--- src/rtl/order_tx_serializer_pkg.sv ---
// hft_tx_pkg: shared types and constants for the order transmit serializer.
//   - tx_state_e  : serializer FSM states (CSUM only reachable when
//                   ORDER_TX_CHECKSUM_EN is defined)
//   - NUM_WORDS   : words per order message (fixed by the core's register bank)
//   - IDX_WIDTH   : width of the word index inside a message
//   - order_msg_t : one whole message; word[0] carries reg_1
//   - msg_xor     : XOR of all words of a message (checksum beat)
package hft_tx_pkg;

  localparam int MSG_REG_WIDTH = 32;
  localparam int NUM_WORDS     = 7;
  localparam int IDX_WIDTH     = $clog2(NUM_WORDS + 1);

  typedef enum logic [1:0] {
    IDLE = 2'd0,
    SEND = 2'd1,
    CSUM = 2'd2
  } tx_state_e;

  typedef struct packed {
    logic [NUM_WORDS-1:0][MSG_REG_WIDTH-1:0] word;
  } order_msg_t;

  function automatic logic [MSG_REG_WIDTH-1:0] msg_xor(input order_msg_t msg);
    logic [MSG_REG_WIDTH-1:0] acc;
    acc = {MSG_REG_WIDTH{1'b0}};
    for (int i = 0; i < NUM_WORDS; i++) begin
      acc = acc ^ msg.word[i];
    end
    return acc;
  endfunction

endpackage

--- src/rtl/order_tx_serializer_if.sv ---
// order_tx_if: 32-bit valid/ready stream link from the serializer to the MAC.
//   o_tdata  : stream word
//   o_tvalid : o_tdata is valid
//   o_tlast  : final word of a message
//   i_tready : downstream accepts the word when o_tvalid & i_tready
// Modports: master (serializer side), slave (sink side).
interface order_tx_if #(
  parameter int REG_WIDTH = 32
);
  logic [REG_WIDTH-1:0] o_tdata;
  logic                 o_tvalid;
  logic                 o_tlast;
  logic                 i_tready;

  modport master (output o_tdata, output o_tvalid, output o_tlast, input i_tready);
  modport slave  (input o_tdata, input o_tvalid, input o_tlast, output i_tready);
endinterface

--- src/rtl/order_tx_serializer_fifo.sv ---
// order_tx_fifo: single-clock FIFO of whole order messages.
//   clk, rst_n : clock, asynchronous active-low reset
//   push       : write push_data (ignored when full unless pop is also high)
//   pop        : remove the head entry (pop_data shows it combinationally)
//   full/empty : occupancy flags
//   count      : entries currently stored
module order_tx_fifo
  import hft_tx_pkg::*;
#(
  parameter int DEPTH = 4
) (
  input  logic                   clk,
  input  logic                   rst_n,
  input  logic                   push,
  input  order_msg_t             push_data,
  input  logic                   pop,
  output order_msg_t             pop_data,
  output logic                   full,
  output logic                   empty,
  output logic [$clog2(DEPTH):0] count
);
  localparam int PTR_W = $clog2(DEPTH);
  localparam int CNT_W = PTR_W + 1;

  order_msg_t       mem_r [DEPTH];
  logic [PTR_W-1:0] wr_ptr_r;
  logic [PTR_W-1:0] rd_ptr_r;
  logic [CNT_W-1:0] count_r;
  logic             push_ok_s;
  logic             pop_ok_s;

  assign full      = (count_r == CNT_W'(DEPTH));
  assign empty     = (count_r == {CNT_W{1'b0}});
  assign count     = count_r;
  assign pop_data  = mem_r[rd_ptr_r];
  assign pop_ok_s  = pop && !empty;
  // When full, the slot being freed by a simultaneous pop takes the new entry.
  assign push_ok_s = push && (!full || pop_ok_s);

  // Message storage; no reset needed since count_r gates every read.
  always_ff @(posedge clk) begin
    if (push_ok_s) begin
      mem_r[wr_ptr_r] <= push_data;
    end
  end

  // Pointers and occupancy; pointers wrap naturally as DEPTH is a power of two.
  always_ff @(posedge clk or negedge rst_n) begin
    if (!rst_n) begin
      wr_ptr_r <= {PTR_W{1'b0}};
      rd_ptr_r <= {PTR_W{1'b0}};
      count_r  <= {CNT_W{1'b0}};
    end else begin
      if (push_ok_s) wr_ptr_r <= wr_ptr_r + PTR_W'(1);
      if (pop_ok_s)  rd_ptr_r <= rd_ptr_r + PTR_W'(1);
      case ({push_ok_s, pop_ok_s})
        2'b10:   count_r <= count_r + CNT_W'(1);
        2'b01:   count_r <= count_r - CNT_W'(1);
        default: count_r <= count_r;
      endcase
    end
  end
endmodule

--- src/rtl/order_tx_serializer.sv ---
// order_tx_serializer: captures 7-word order messages on i_valid, buffers up
// to DEPTH of them and streams them word by word (reg_1 first) on tx.
//   i_clk, i_reset_n   : clock, asynchronous active-low reset
//   i_reg_1..i_reg_7   : message words, sampled when i_valid=1
//   i_valid            : one-cycle capture strobe
//   tx (master)        : o_tdata/o_tvalid/o_tlast out, i_tready in
//   o_msg_count        : buffered messages (message in flight excluded)
//   o_overflow         : sticky, a message was dropped on a full buffer
//   o_drop_count       : dropped messages, saturating at 255
// Optional feature: define ORDER_TX_CHECKSUM_EN to append an 8th beat holding
// the XOR of words 1..7; o_tlast then moves to that beat.
module order_tx_serializer
  import hft_tx_pkg::*;
#(
  parameter int REG_WIDTH = MSG_REG_WIDTH,
  parameter int DEPTH     = 4
) (
  input  logic                   i_clk,
  input  logic                   i_reset_n,
  input  logic [REG_WIDTH-1:0]   i_reg_1,
  input  logic [REG_WIDTH-1:0]   i_reg_2,
  input  logic [REG_WIDTH-1:0]   i_reg_3,
  input  logic [REG_WIDTH-1:0]   i_reg_4,
  input  logic [REG_WIDTH-1:0]   i_reg_5,
  input  logic [REG_WIDTH-1:0]   i_reg_6,
  input  logic [REG_WIDTH-1:0]   i_reg_7,
  input  logic                   i_valid,
  order_tx_if.master             tx,
  output logic [$clog2(DEPTH):0] o_msg_count,
  output logic                   o_overflow,
  output logic [7:0]             o_drop_count
);
  localparam logic [IDX_WIDTH-1:0] LAST_IDX = IDX_WIDTH'(NUM_WORDS - 1);

  tx_state_e            state_r, state_n;
  logic [IDX_WIDTH-1:0] idx_r, idx_n;
  order_msg_t           hold_r, hold_n;
  order_msg_t           in_msg_s, head_s;
  logic                 pop_s, fifo_full_s, fifo_empty_s, drop_s;
  logic [REG_WIDTH-1:0] tdata_r, tdata_n;
  logic                 tvalid_r, tvalid_n, tlast_r, tlast_n;
  logic                 overflow_r;
  logic [7:0]           drop_cnt_r;

  assign in_msg_s.word = {i_reg_7, i_reg_6, i_reg_5, i_reg_4, i_reg_3, i_reg_2, i_reg_1};
  assign drop_s        = i_valid && fifo_full_s && !pop_s;

  order_tx_fifo #(.DEPTH(DEPTH)) u_fifo (
    .clk       (i_clk),
    .rst_n     (i_reset_n),
    .push      (i_valid),
    .push_data (in_msg_s),
    .pop       (pop_s),
    .pop_data  (head_s),
    .full      (fifo_full_s),
    .empty     (fifo_empty_s),
    .count     (o_msg_count)
  );

  // Next-state logic: load the next message whenever the link is free or the
  // final beat is accepted, so consecutive messages stream without a bubble.
  always_comb begin
    state_n = state_r;
    idx_n   = idx_r;
    hold_n  = hold_r;
    pop_s   = 1'b0;
    case (state_r)
      IDLE: begin
        if (!fifo_empty_s) begin
          pop_s   = 1'b1;
          hold_n  = head_s;
          idx_n   = {IDX_WIDTH{1'b0}};
          state_n = SEND;
        end else begin
          state_n = IDLE;
        end
      end
      SEND: begin
        if (tx.i_tready) begin
          if (idx_r == LAST_IDX) begin
`ifdef ORDER_TX_CHECKSUM_EN
            state_n = CSUM;
`else
            if (!fifo_empty_s) begin
              pop_s   = 1'b1;
              hold_n  = head_s;
              idx_n   = {IDX_WIDTH{1'b0}};
              state_n = SEND;
            end else begin
              state_n = IDLE;
            end
`endif
          end else begin
            idx_n = idx_r + IDX_WIDTH'(1);
          end
        end else begin
          state_n = SEND;
        end
      end
`ifdef ORDER_TX_CHECKSUM_EN
      CSUM: begin
        if (tx.i_tready) begin
          if (!fifo_empty_s) begin
            pop_s   = 1'b1;
            hold_n  = head_s;
            idx_n   = {IDX_WIDTH{1'b0}};
            state_n = SEND;
          end else begin
            state_n = IDLE;
          end
        end else begin
          state_n = CSUM;
        end
      end
`endif
      default: begin
        state_n = IDLE;
      end
    endcase
  end

  // Stream outputs are computed from the next state so they can be registered
  // and still appear in the same cycle the FSM enters that state.
  always_comb begin
    tvalid_n = 1'b0;
    tlast_n  = 1'b0;
    tdata_n  = {REG_WIDTH{1'b0}};
    case (state_n)
      SEND: begin
        tvalid_n = 1'b1;
        tdata_n  = hold_n.word[idx_n];
`ifdef ORDER_TX_CHECKSUM_EN
        tlast_n  = 1'b0;
`else
        tlast_n  = (idx_n == LAST_IDX);
`endif
      end
`ifdef ORDER_TX_CHECKSUM_EN
      CSUM: begin
        tvalid_n = 1'b1;
        tdata_n  = msg_xor(hold_n);
        tlast_n  = 1'b1;
      end
`endif
      default: begin
        tvalid_n = 1'b0;
        tlast_n  = 1'b0;
        tdata_n  = {REG_WIDTH{1'b0}};
      end
    endcase
  end

  // FSM, holding register and registered stream outputs.
  always_ff @(posedge i_clk or negedge i_reset_n) begin
    if (!i_reset_n) begin
      state_r  <= IDLE;
      idx_r    <= {IDX_WIDTH{1'b0}};
      hold_r   <= {$bits(order_msg_t){1'b0}};
      tdata_r  <= {REG_WIDTH{1'b0}};
      tvalid_r <= 1'b0;
      tlast_r  <= 1'b0;
    end else begin
      state_r  <= state_n;
      idx_r    <= idx_n;
      hold_r   <= hold_n;
      tdata_r  <= tdata_n;
      tvalid_r <= tvalid_n;
      tlast_r  <= tlast_n;
    end
  end

  // Sticky overflow flag and saturating drop counter.
  always_ff @(posedge i_clk or negedge i_reset_n) begin
    if (!i_reset_n) begin
      overflow_r <= 1'b0;
      drop_cnt_r <= 8'd0;
    end else if (drop_s) begin
      overflow_r <= 1'b1;
      if (drop_cnt_r != 8'hFF) drop_cnt_r <= drop_cnt_r + 8'd1;
    end
  end

  assign tx.o_tdata   = tdata_r;
  assign tx.o_tvalid  = tvalid_r;
  assign tx.o_tlast   = tlast_r;
  assign o_overflow   = overflow_r;
  assign o_drop_count = drop_cnt_r;
endmodule

--- src/flat_wrapper.sv ---
// flat-port wrapper written by rule: the top's interface ports become plain ports
module order_tx_serializer_flat import hft_tx_pkg::*;
#(
  parameter int REG_WIDTH = MSG_REG_WIDTH,
  parameter int DEPTH     = 4
)
  (i_clk, i_reset_n, i_reg_1, i_reg_2, i_reg_3, i_reg_4, i_reg_5, i_reg_6, i_reg_7, i_valid, o_msg_count, o_overflow, o_drop_count, tx_o_tdata, tx_o_tvalid, tx_o_tlast, tx_i_tready);
  order_tx_if #(.REG_WIDTH(REG_WIDTH)) tx_i ();
  input  logic i_clk;
  input  logic i_reset_n;
  input  logic [REG_WIDTH-1:0] i_reg_1;
  input  logic [REG_WIDTH-1:0] i_reg_2;
  input  logic [REG_WIDTH-1:0] i_reg_3;
  input  logic [REG_WIDTH-1:0] i_reg_4;
  input  logic [REG_WIDTH-1:0] i_reg_5;
  input  logic [REG_WIDTH-1:0] i_reg_6;
  input  logic [REG_WIDTH-1:0] i_reg_7;
  input  logic i_valid;
  output logic [$clog2(DEPTH):0] o_msg_count;
  output logic o_overflow;
  output logic [7:0] o_drop_count;
  output wire logic [$bits(tx_i.o_tdata)-1:0] tx_o_tdata;
  output wire logic [$bits(tx_i.o_tvalid)-1:0] tx_o_tvalid;
  output wire logic [$bits(tx_i.o_tlast)-1:0] tx_o_tlast;
  input wire logic [$bits(tx_i.i_tready)-1:0] tx_i_tready;
  assign tx_o_tdata = tx_i.o_tdata;
  assign tx_o_tvalid = tx_i.o_tvalid;
  assign tx_o_tlast = tx_i.o_tlast;
  assign tx_i.i_tready = tx_i_tready;
  order_tx_serializer #(.REG_WIDTH(REG_WIDTH), .DEPTH(DEPTH)) u_core (.i_clk(i_clk), .i_reset_n(i_reset_n), .i_reg_1(i_reg_1), .i_reg_2(i_reg_2), .i_reg_3(i_reg_3), .i_reg_4(i_reg_4), .i_reg_5(i_reg_5), .i_reg_6(i_reg_6), .i_reg_7(i_reg_7), .i_valid(i_valid), .tx(tx_i), .o_msg_count(o_msg_count), .o_overflow(o_overflow), .o_drop_count(o_drop_count));
endmodule
--- config.mk ---
export PLATFORM = sky130hd
export DESIGN_NAME = order_tx_serializer_flat
export DESIGN_NICKNAME = d
export VERILOG_FILES = /design/src/rtl/order_tx_serializer_pkg.sv /design/src/rtl/order_tx_serializer_if.sv /design/src/rtl/order_tx_serializer_fifo.sv /design/src/rtl/order_tx_serializer.sv /design/src/flat_wrapper.sv
export SDC_FILE = /design/constraint.sdc
export NUM_CORES = 1
export LEC_CHECK = 0
export ABC_AREA = 0
export BUFFER_PORTS_ARGS = -buffer_cell sky130_fd_sc_hd__buf_2
export CORE_ASPECT_RATIO = 0.8
export CORE_UTILIZATION = 40
export DETAILED_ROUTE_END_ITERATION = 10
export PLACE_DENSITY = 0.68
export RECOVER_POWER = 25
export SLEW_MARGIN = 20
export SYNTH_ARGS = -nofsm -noshare
export SYNTH_HDL_FRONTEND = slang
export SYNTH_HIERARCHICAL = 1
export SYNTH_SLANG_ARGS = --single-unit
--- constraint.sdc ---
create_clock -name i_clk -period 5.45 [get_ports i_clk]
set_clock_uncertainty 0.05 [all_clocks]
set_input_delay 1.09 -clock i_clk [delete_from_list [all_inputs] [get_ports i_clk]]
set_output_delay 1.09 -clock i_clk [all_outputs]
set_load 0.03 [all_outputs]
==> results of run 1 <==
-- cell usage after synthesis (3+ instances only) --
cell type / number / area (um^2)
nor2_1: 66 / 248
nand4_1: 31 / 194
xnor2_1: 8 / 70.1
a31oi_1: 31 / 194
o21ai_0: 31 / 155
and3_1: 29 / 181
inv_1: 12 / 45.0
and2_2: 4 / 30.0
buf_6: 22 / 248
nand3_1: 86 / 430
o211a_1: 3 / 30.0
mux2i_1: 35 / 350
mux2_2: 222 / 2500
dfrtp_1: 279 / 6980
edfxtp_1: 896 / 26900
buf_4: 25 / 188
and3b_1: 3 / 26.3
nand2_1: 5 / 18.8
a21oi_1: 4 / 20.0
xor2_1: 5 / 43.8
clkbuf_1: 28 / 105
buf_1: 5 / 18.8
buf_2: 43 / 215
mux4_2: 226 / 5090
ha_1: 8 / 100
-- layer usage --
metal | GRT usage [%] | vias to the layer above | part of all wire, %
met5 | 0 | - | 0.42
li1 | - | 9247 | -
met3 | 6.59 | 197 | 8.5
met4 | 4.55 | 74 | 2.1
met1 | 25.4 | 11600 | 41
met2 | 30.6 | 682 | 48
-- layout make-up --
class                           count  area share [%]
Inverter                           15           0.112
Sequential cell                  1175            66.1
Tap cell                         1498            3.65
Multi-Input combinational cell    829            19.6
Clock buffer                      155            5.98
Antenna cell                        5          0.0244
Timing Repair Buffer              322            3.41
Clock inverter                     49            1.18
-- sequential cells by signal, summed over array words and instances (netlist names) --
name	count
u_core/o_drop_count	8
u_core/state_r	2
u_core/o_overflow	1
u_core/u_fifo/mem_r	896
u_core/u_fifo/rd_ptr_r	2
u_core/u_fifo/count	3
u_core/u_fifo/wr_ptr_r	2
u_core/tx.o_tvalid	1
u_core/tx.o_tdata	32
u_core/idx_r	3
u_core/tx.o_tlast	1
u_core/hold_r	224
-- through the flow --
step / hold slack, ns / util [%] / cells
final: 0.364 / 46.4 / 4048
after floorplan: 0.405 / - / 2142
after CTS: 0.386 / 46.6 / 4043
after detailed placement: 0.433 / 43.2 / 3839
after global placement: 0.407 / 43.2 / 3839
after global routing: 0.407 / 46.4 / 4044
-- power by group --
group	leakage [nW]	switching (mW)	internal, mW
clock	1.80	3.31	4.46
sequential	11.5	0.818	12.2
combinational	4.39	4.94	3.64
-- cell usage in the layout (no fill, tap or decap), types with 5 or more instances in the layout --
| cell | instances |
|---|---|
| clkbuf_16 | 109 |
| edfxtp_1 | 896 |
| bufinv_16 | 11 |
| a31oi_1 | 31 |
| clkbuf_1 | 194 |
| nand2_1 | 5 |
| xor2_1 | 5 |
| nand3_1 | 86 |
| mux2i_1 | 35 |
| ha_1 | 8 |
| buf_2 | 106 |
| inv_1 | 12 |
| buf_4 | 32 |
| buf_12 | 17 |
| diode_2 | 5 |
| nor2_1 | 66 |
| and3_1 | 29 |
| mux4_2 | 226 |
| mux2_2 | 222 |
| nand4_1 | 31 |
| xnor2_1 | 8 |
| clkbuf_8 | 16 |
| o21ai_0 | 31 |
| clkinv_2 | 21 |
| dfrtp_1 | 277 |
| clkinv_1 | 8 |
-- worst max path at each step --
stage	endpoint	from	depth (start not counted)	slack, ns
floorplan	u_core/u_fifo/mem_r[0][0]	tx_i_tready	7	0.22
global placement	u_core/tx.o_tdata[21]	tx_i_tready	8	1.19
detailed placement	u_core/tx.o_tdata[21]	tx_i_tready	8	1.16
CTS	u_core/tx.o_tdata[21]	u_core/u_fifo/count[0]	8	1.23
global route	u_core/tx.o_tdata[21]	u_core/u_fifo/count[0]	8	0.99
finish	u_core/tx.o_tdata[21]	u_core/u_fifo/count[0]	8	1.18
-- logic make-up after synthesis --
family	after synthesis
other cells	1
xor+xnor	13
flops	1175
simple gates	235
compound gates	84
mux	487
fa+ha+maj	9
buf+inv	138
==> flow_metrics.env, run 1 <==
export IMPL_fin_crit_sh_pct=78.4
export IMPL_drv_slew=0
export IMPL_syn_inst=2142
export IMPL_power_density_mw_per_mm2=572
export IMPL_max_cap_violations=0
export IMPL_grt_pass1_wl_mm=157
export IMPL_rsz0062_at_grt="no"
export IMPL_worst_slack_ns=1.18
export IMPL_critical_path_cell_chain="nor3_1 > inv_1 > a21o_1 > a31o_4 > inv_2 > o21a_2 > o21ai_0 > and3_1"
export IMPL_area_growth_pct=14.7
export IMPL_synth_enable_flop_cells=896
export IMPL_track_usage_pct=19.2
export IMPL_synth_simple_gate_area_share_pct=2.69
export IMPL_power_mw=29.3
export IMPL_routed_wl_mm=108
export IMPL_reg2reg_setup_slack_ns=1.18
export IMPL_num_io_pins=274
export IMPL_grt_pass1_vias=22700
export IMPL_synth_distinct_cells=53
export IMPL_tns_ns=0
export IMPL_fp_dieW_um=376
export IMPL_ys_ff_latch=1175
export IMPL_clk_pin_slew_ns=0.06
export IMPL_place_congestion=0.768
export IMPL_synth_area_mux_share_pct=17.9
export IMPL_crit_required_ns=6.00
export IMPL_regArea_mm2=0.0339
export IMPL_seq_area_frac_synth_pct=75.8
export IMPL_r2r_end="u_core/tx.o_tdata[21]"
export IMPL_synth_top_family_by_area="multiplexers"
export IMPL_initial_core_util_pct=40.4
export IMPL_async_flop_share_pct=23.7
export IMPL_htree_levels=3
export IMPL_synth_compound_area_share_pct=1.26
export IMPL_fin_nets=2687
export IMPL_yosysWarnings=6
export IMPL_synthAdderAreaFrac_pct=0.269
export IMPL_dieArea_mm2=0.113
export IMPL_hold_viol=0
export IMPL_path_buf_inv=2
export IMPL_cts_setup_buffers=0
export IMPL_antenna_found_initial=51
export IMPL_synth_area_mm2=0.0447
export IMPL_slowest_stage="o21a_2"
export IMPL_ctsLongestPathBuffers=3
export IMPL_crit_path_end_kind="flop"
export IMPL_holdBufCountCts=0
export IMPL_wl_per_cell_um=26.6
export IMPL_clk_latency_ns=0.72
export IMPL_status="completed"
export IMPL_nFillCells=9247
export IMPL_ir_drop_uv=371
export IMPL_cp_start_kind="flop"
export IMPL_cts_resized=0
export IMPL_place_ws_ns=1.16
export IMPL_hp_class="input port to async pin"
export IMPL_firstDrtPassIters=8
export IMPL_crit_path_max_incr_delay_ns=0.83
export IMPL_setup_violations=0
export IMPL_cts_sinks=1175
export IMPL_syn_area_per_cell_um2=20.9
export IMPL_cts_tree="yes"
export IMPL_clock_fmax_mhz=234
export IMPL_synthXorXnorAreaFrac_pct=0.255
export IMPL_r2r_start="u_core/u_fifo/count[0]"
export IMPL_core_mm2=0.111
export IMPL_multi_input_area_mm2=0.0100
export IMPL_cts_inserted_buffers=107
export IMPL_maxSlewHeadroom_pct=25.1
export IMPL_design_area_mm2=0.0513
export IMPL_drive_above_1_share_pct=31.3
export IMPL_postSynthNetCount=2379
export IMPL_p_leak_nw=17.7
export IMPL_die_h_um=301
export IMPL_path_class="flop to flop"
export IMPL_ant_nets=0
export IMPL_cp_top_family="compound AO/OA/AOI/OAI gates"
export IMPL_worst_slew_pin_slew_ns=1.12
export IMPL_cts_root_buf="clkbuf_16"
export IMPL_port_buffers=273
export IMPL_rows=109
export IMPL_synth_ff_type="edfxtp_1"
export IMPL_dp_hpwl_mm=69.1
export IMPL_crit_arrival_ns=4.82
export IMPL_drc_errors=0
export IMPL_initialDrtViolationCount=1853
export IMPL_grt_max_degree=127
export IMPL_vias=21800
export IMPL_viasPerCell=5.38
export IMPL_min_period_ns=4.27
export IMPL_placed_cell_area_mm2=0.0478
export IMPL_path_max_fanout=40
export IMPL_grt_overflow_total=0
export IMPL_r2r_cells=8
No activity file was read; power rests on OpenSTA's default activity.
==> run 2: changes to the inputs <==
--- a/config.mk
+++ b/config.mk
@@ -10,7 +10,7 @@
 export CORE_ASPECT_RATIO = 0.8
 export CORE_UTILIZATION = 40
 export DETAILED_ROUTE_END_ITERATION = 10
-export PLACE_DENSITY = 0.68
+export PLACE_DENSITY = 0.7
 export RECOVER_POWER = 25
 export SLEW_MARGIN = 20
 export SYNTH_ARGS = -nofsm -noshare
==> constraint.sdc (replaced) <==
create_clock -name i_clk -period 3.9 [get_ports i_clk]
set_clock_uncertainty 0.05 [all_clocks]
set_input_delay 0.78 -clock i_clk [delete_from_list [all_inputs] [get_ports i_clk]]
set_output_delay 0.78 -clock i_clk [all_outputs]
set_load 0.03 [all_outputs]
==> run 2 against run 1 <==
Via count up 1.5%. Non-clock buffer count up 17. Critical path depth up 1. Clock power rose by 35%. Routed wire length rose by 0.92%. Combinational power is 46% higher. Register-to-register slack lost 0.75 ns. Sequential power increased by 39%. Global-route usage increased by 0.068 points. Sequential share of layout area shrank 0.34 points.
==> flow_metrics.env, run 2 (same netlist as run 1, synthesis figures left out) <==
export IMPL_clock_fmax_mhz=288
export IMPL_dp_hpwl_mm=71.2
export IMPL_final_cell_mix="edfxtp_1 (896), dfrtp_1 (277), mux4_2 (226)"
export IMPL_die_h_um=301
export IMPL_drc_errors=0
export IMPL_fin_nets=2707
export IMPL_num_io_pins=274
export IMPL_maxSlewHeadroom_pct=26.0
export IMPL_r2r_cells=9
export IMPL_cts_resized=0
export IMPL_place_congestion=0.810
export IMPL_cts_tree="yes"
export IMPL_place_ws_ns=0.289
export IMPL_multi_input_area_mm2=0.0100
export IMPL_tns_ns=0
export IMPL_status="completed"
export IMPL_ctsLongestPathBuffers=3
export IMPL_cts_root_buf="clkbuf_16"
export IMPL_viasPerCell=5.42
export IMPL_placed_cell_area_mm2=0.0482
export IMPL_ant_nets=0
export IMPL_cts_setup_buffers=0
export IMPL_slowest_stage="o21ai_0"
export IMPL_htree_levels=3
export IMPL_worst_slack_ns=0.426
export IMPL_path_max_fanout=20
export IMPL_clk_pin_slew_ns=0.06
export IMPL_vias=22100
export IMPL_core_mm2=0.111
export IMPL_dieArea_mm2=0.113
export IMPL_antenna_found_initial=63
export IMPL_wl_per_cell_um=26.7
export IMPL_grt_pass1_vias=22600
export IMPL_drv_slew=0
export IMPL_cp_start_kind="flop"
export IMPL_path_class="flop to flop"
export IMPL_area_growth_pct=15.3
export IMPL_crit_path_end_kind="flop"
export IMPL_crit_required_ns=4.51
export IMPL_clk_latency_ns=0.72
export IMPL_initial_core_util_pct=40.4
export IMPL_crit_arrival_ns=4.08
export IMPL_firstDrtPassIters=5
export IMPL_final_common_cell="edfxtp_1"
export IMPL_power_mw=41.1
export IMPL_crit_path_max_incr_delay_ns=0.69
export IMPL_largest_reg_flops=896
export IMPL_grt_pass1_wl_mm=157
export IMPL_critical_path_cell_chain="nor3_1 > or2_1 > a21oi_4 > a211o_4 > clkinv_2 > buf_4 > nor2_1 > o21ai_0 > and3_1"
export IMPL_p_leak_nw=17.9
export IMPL_ir_drop_uv=422
export IMPL_regArea_mm2=0.0339
export IMPL_track_usage_pct=19.3
export IMPL_worst_slew_pin_slew_ns=1.10
export IMPL_grt_max_degree=127
export IMPL_design_area_mm2=0.0516
export IMPL_final_core_util_pct=46.6
export IMPL_nFillCells=9132
export IMPL_drive_above_1_share_pct=31.8
export IMPL_port_buffers=273
export IMPL_rsz0062_at_grt="no"
export IMPL_regMostFlops="u_core/u_fifo/mem_r"
export IMPL_cts_sinks=1175
export IMPL_hold_slack_ns=0.0304
export IMPL_finalNonFillerCells=4080
export IMPL_initialDrtViolationCount=1958
export IMPL_dp_cells=3856
export IMPL_max_cap_violations=0
export IMPL_power_density_mw_per_mm2=798
export IMPL_fin_crit_sh_pct=89.1
export IMPL_cts_inserted_buffers=110
export IMPL_grt_overflow_total=0
export IMPL_fp_dieW_um=376
export IMPL_hp_class="input port to async pin"
export IMPL_setup_violations=0
export IMPL_routed_wl_mm=109
export IMPL_hold_viol=0
export IMPL_rows=109
export IMPL_min_period_ns=3.47
export IMPL_holdBufCountCts=0
run 2: path summary, 6_finish.rpt:
| kind | from | end | slack [ns] |
|---|---|---|---|
| max | u_core/u_fifo/count[0] | u_core/tx.o_tdata[23] | 0.43 |
| min | i_reset_n | u_core/o_drop_count[7] | 0.03 |
| max reg2reg | u_core/u_fifo/count[0] | u_core/tx.o_tdata[23] | 0.43 |
| min reg2reg | u_core/hold_r[117] | u_core/hold_r[117] | 0.44 |
| max in group asynchronous | i_reset_n | u_core/hold_r[22] | 2.78 |
| min in group i_clk | i_reg_4[7] | u_core/u_fifo/mem_r[2][103] | 0.24 |
run 2: routing by layer:
metal	track usage (%)	routed length (um)	vias to the layer above
li1	-	-	9308
met1	25.8	44000	11600
met2	28.7	49200	891
met3	7.52	11700	218
met4	6.66	3490	62
met5	0	356	-
run 2: layout make-up:
cell class	count	share of cell area (%)
diodes	14	0.0679
clock buffers	144	5.88
clock inverters	66	1.01
inverters	15	0.112
repair buffers	339	4.11
multi-input cells	829	19.4
flip-flops and latches	1175	65.7
well taps	1498	3.64
run 2: report_power, final:
part / switching [mW] / leakage (nW) / internal, mW / total [mW]
combinational: 7.23 / 4.55 / 5.31 / 12.5
sequential: 1.10 / 11.5 / 17.0 / 18.1
clock: 4.64 / 1.77 / 5.84 / 10.5
total: 13.0 / 17.9 / 28.2 / 41.1
run 2: critical path, delay by kind of cell, from the launching register on:
kind / cells / cell delay, ns
and+or+nand+nor: 4 / 1.27
DFF: 1 / 0.45
AOI/OAI and AO/OA: 3 / 1.06
buffers and inverters: 2 / 0.59
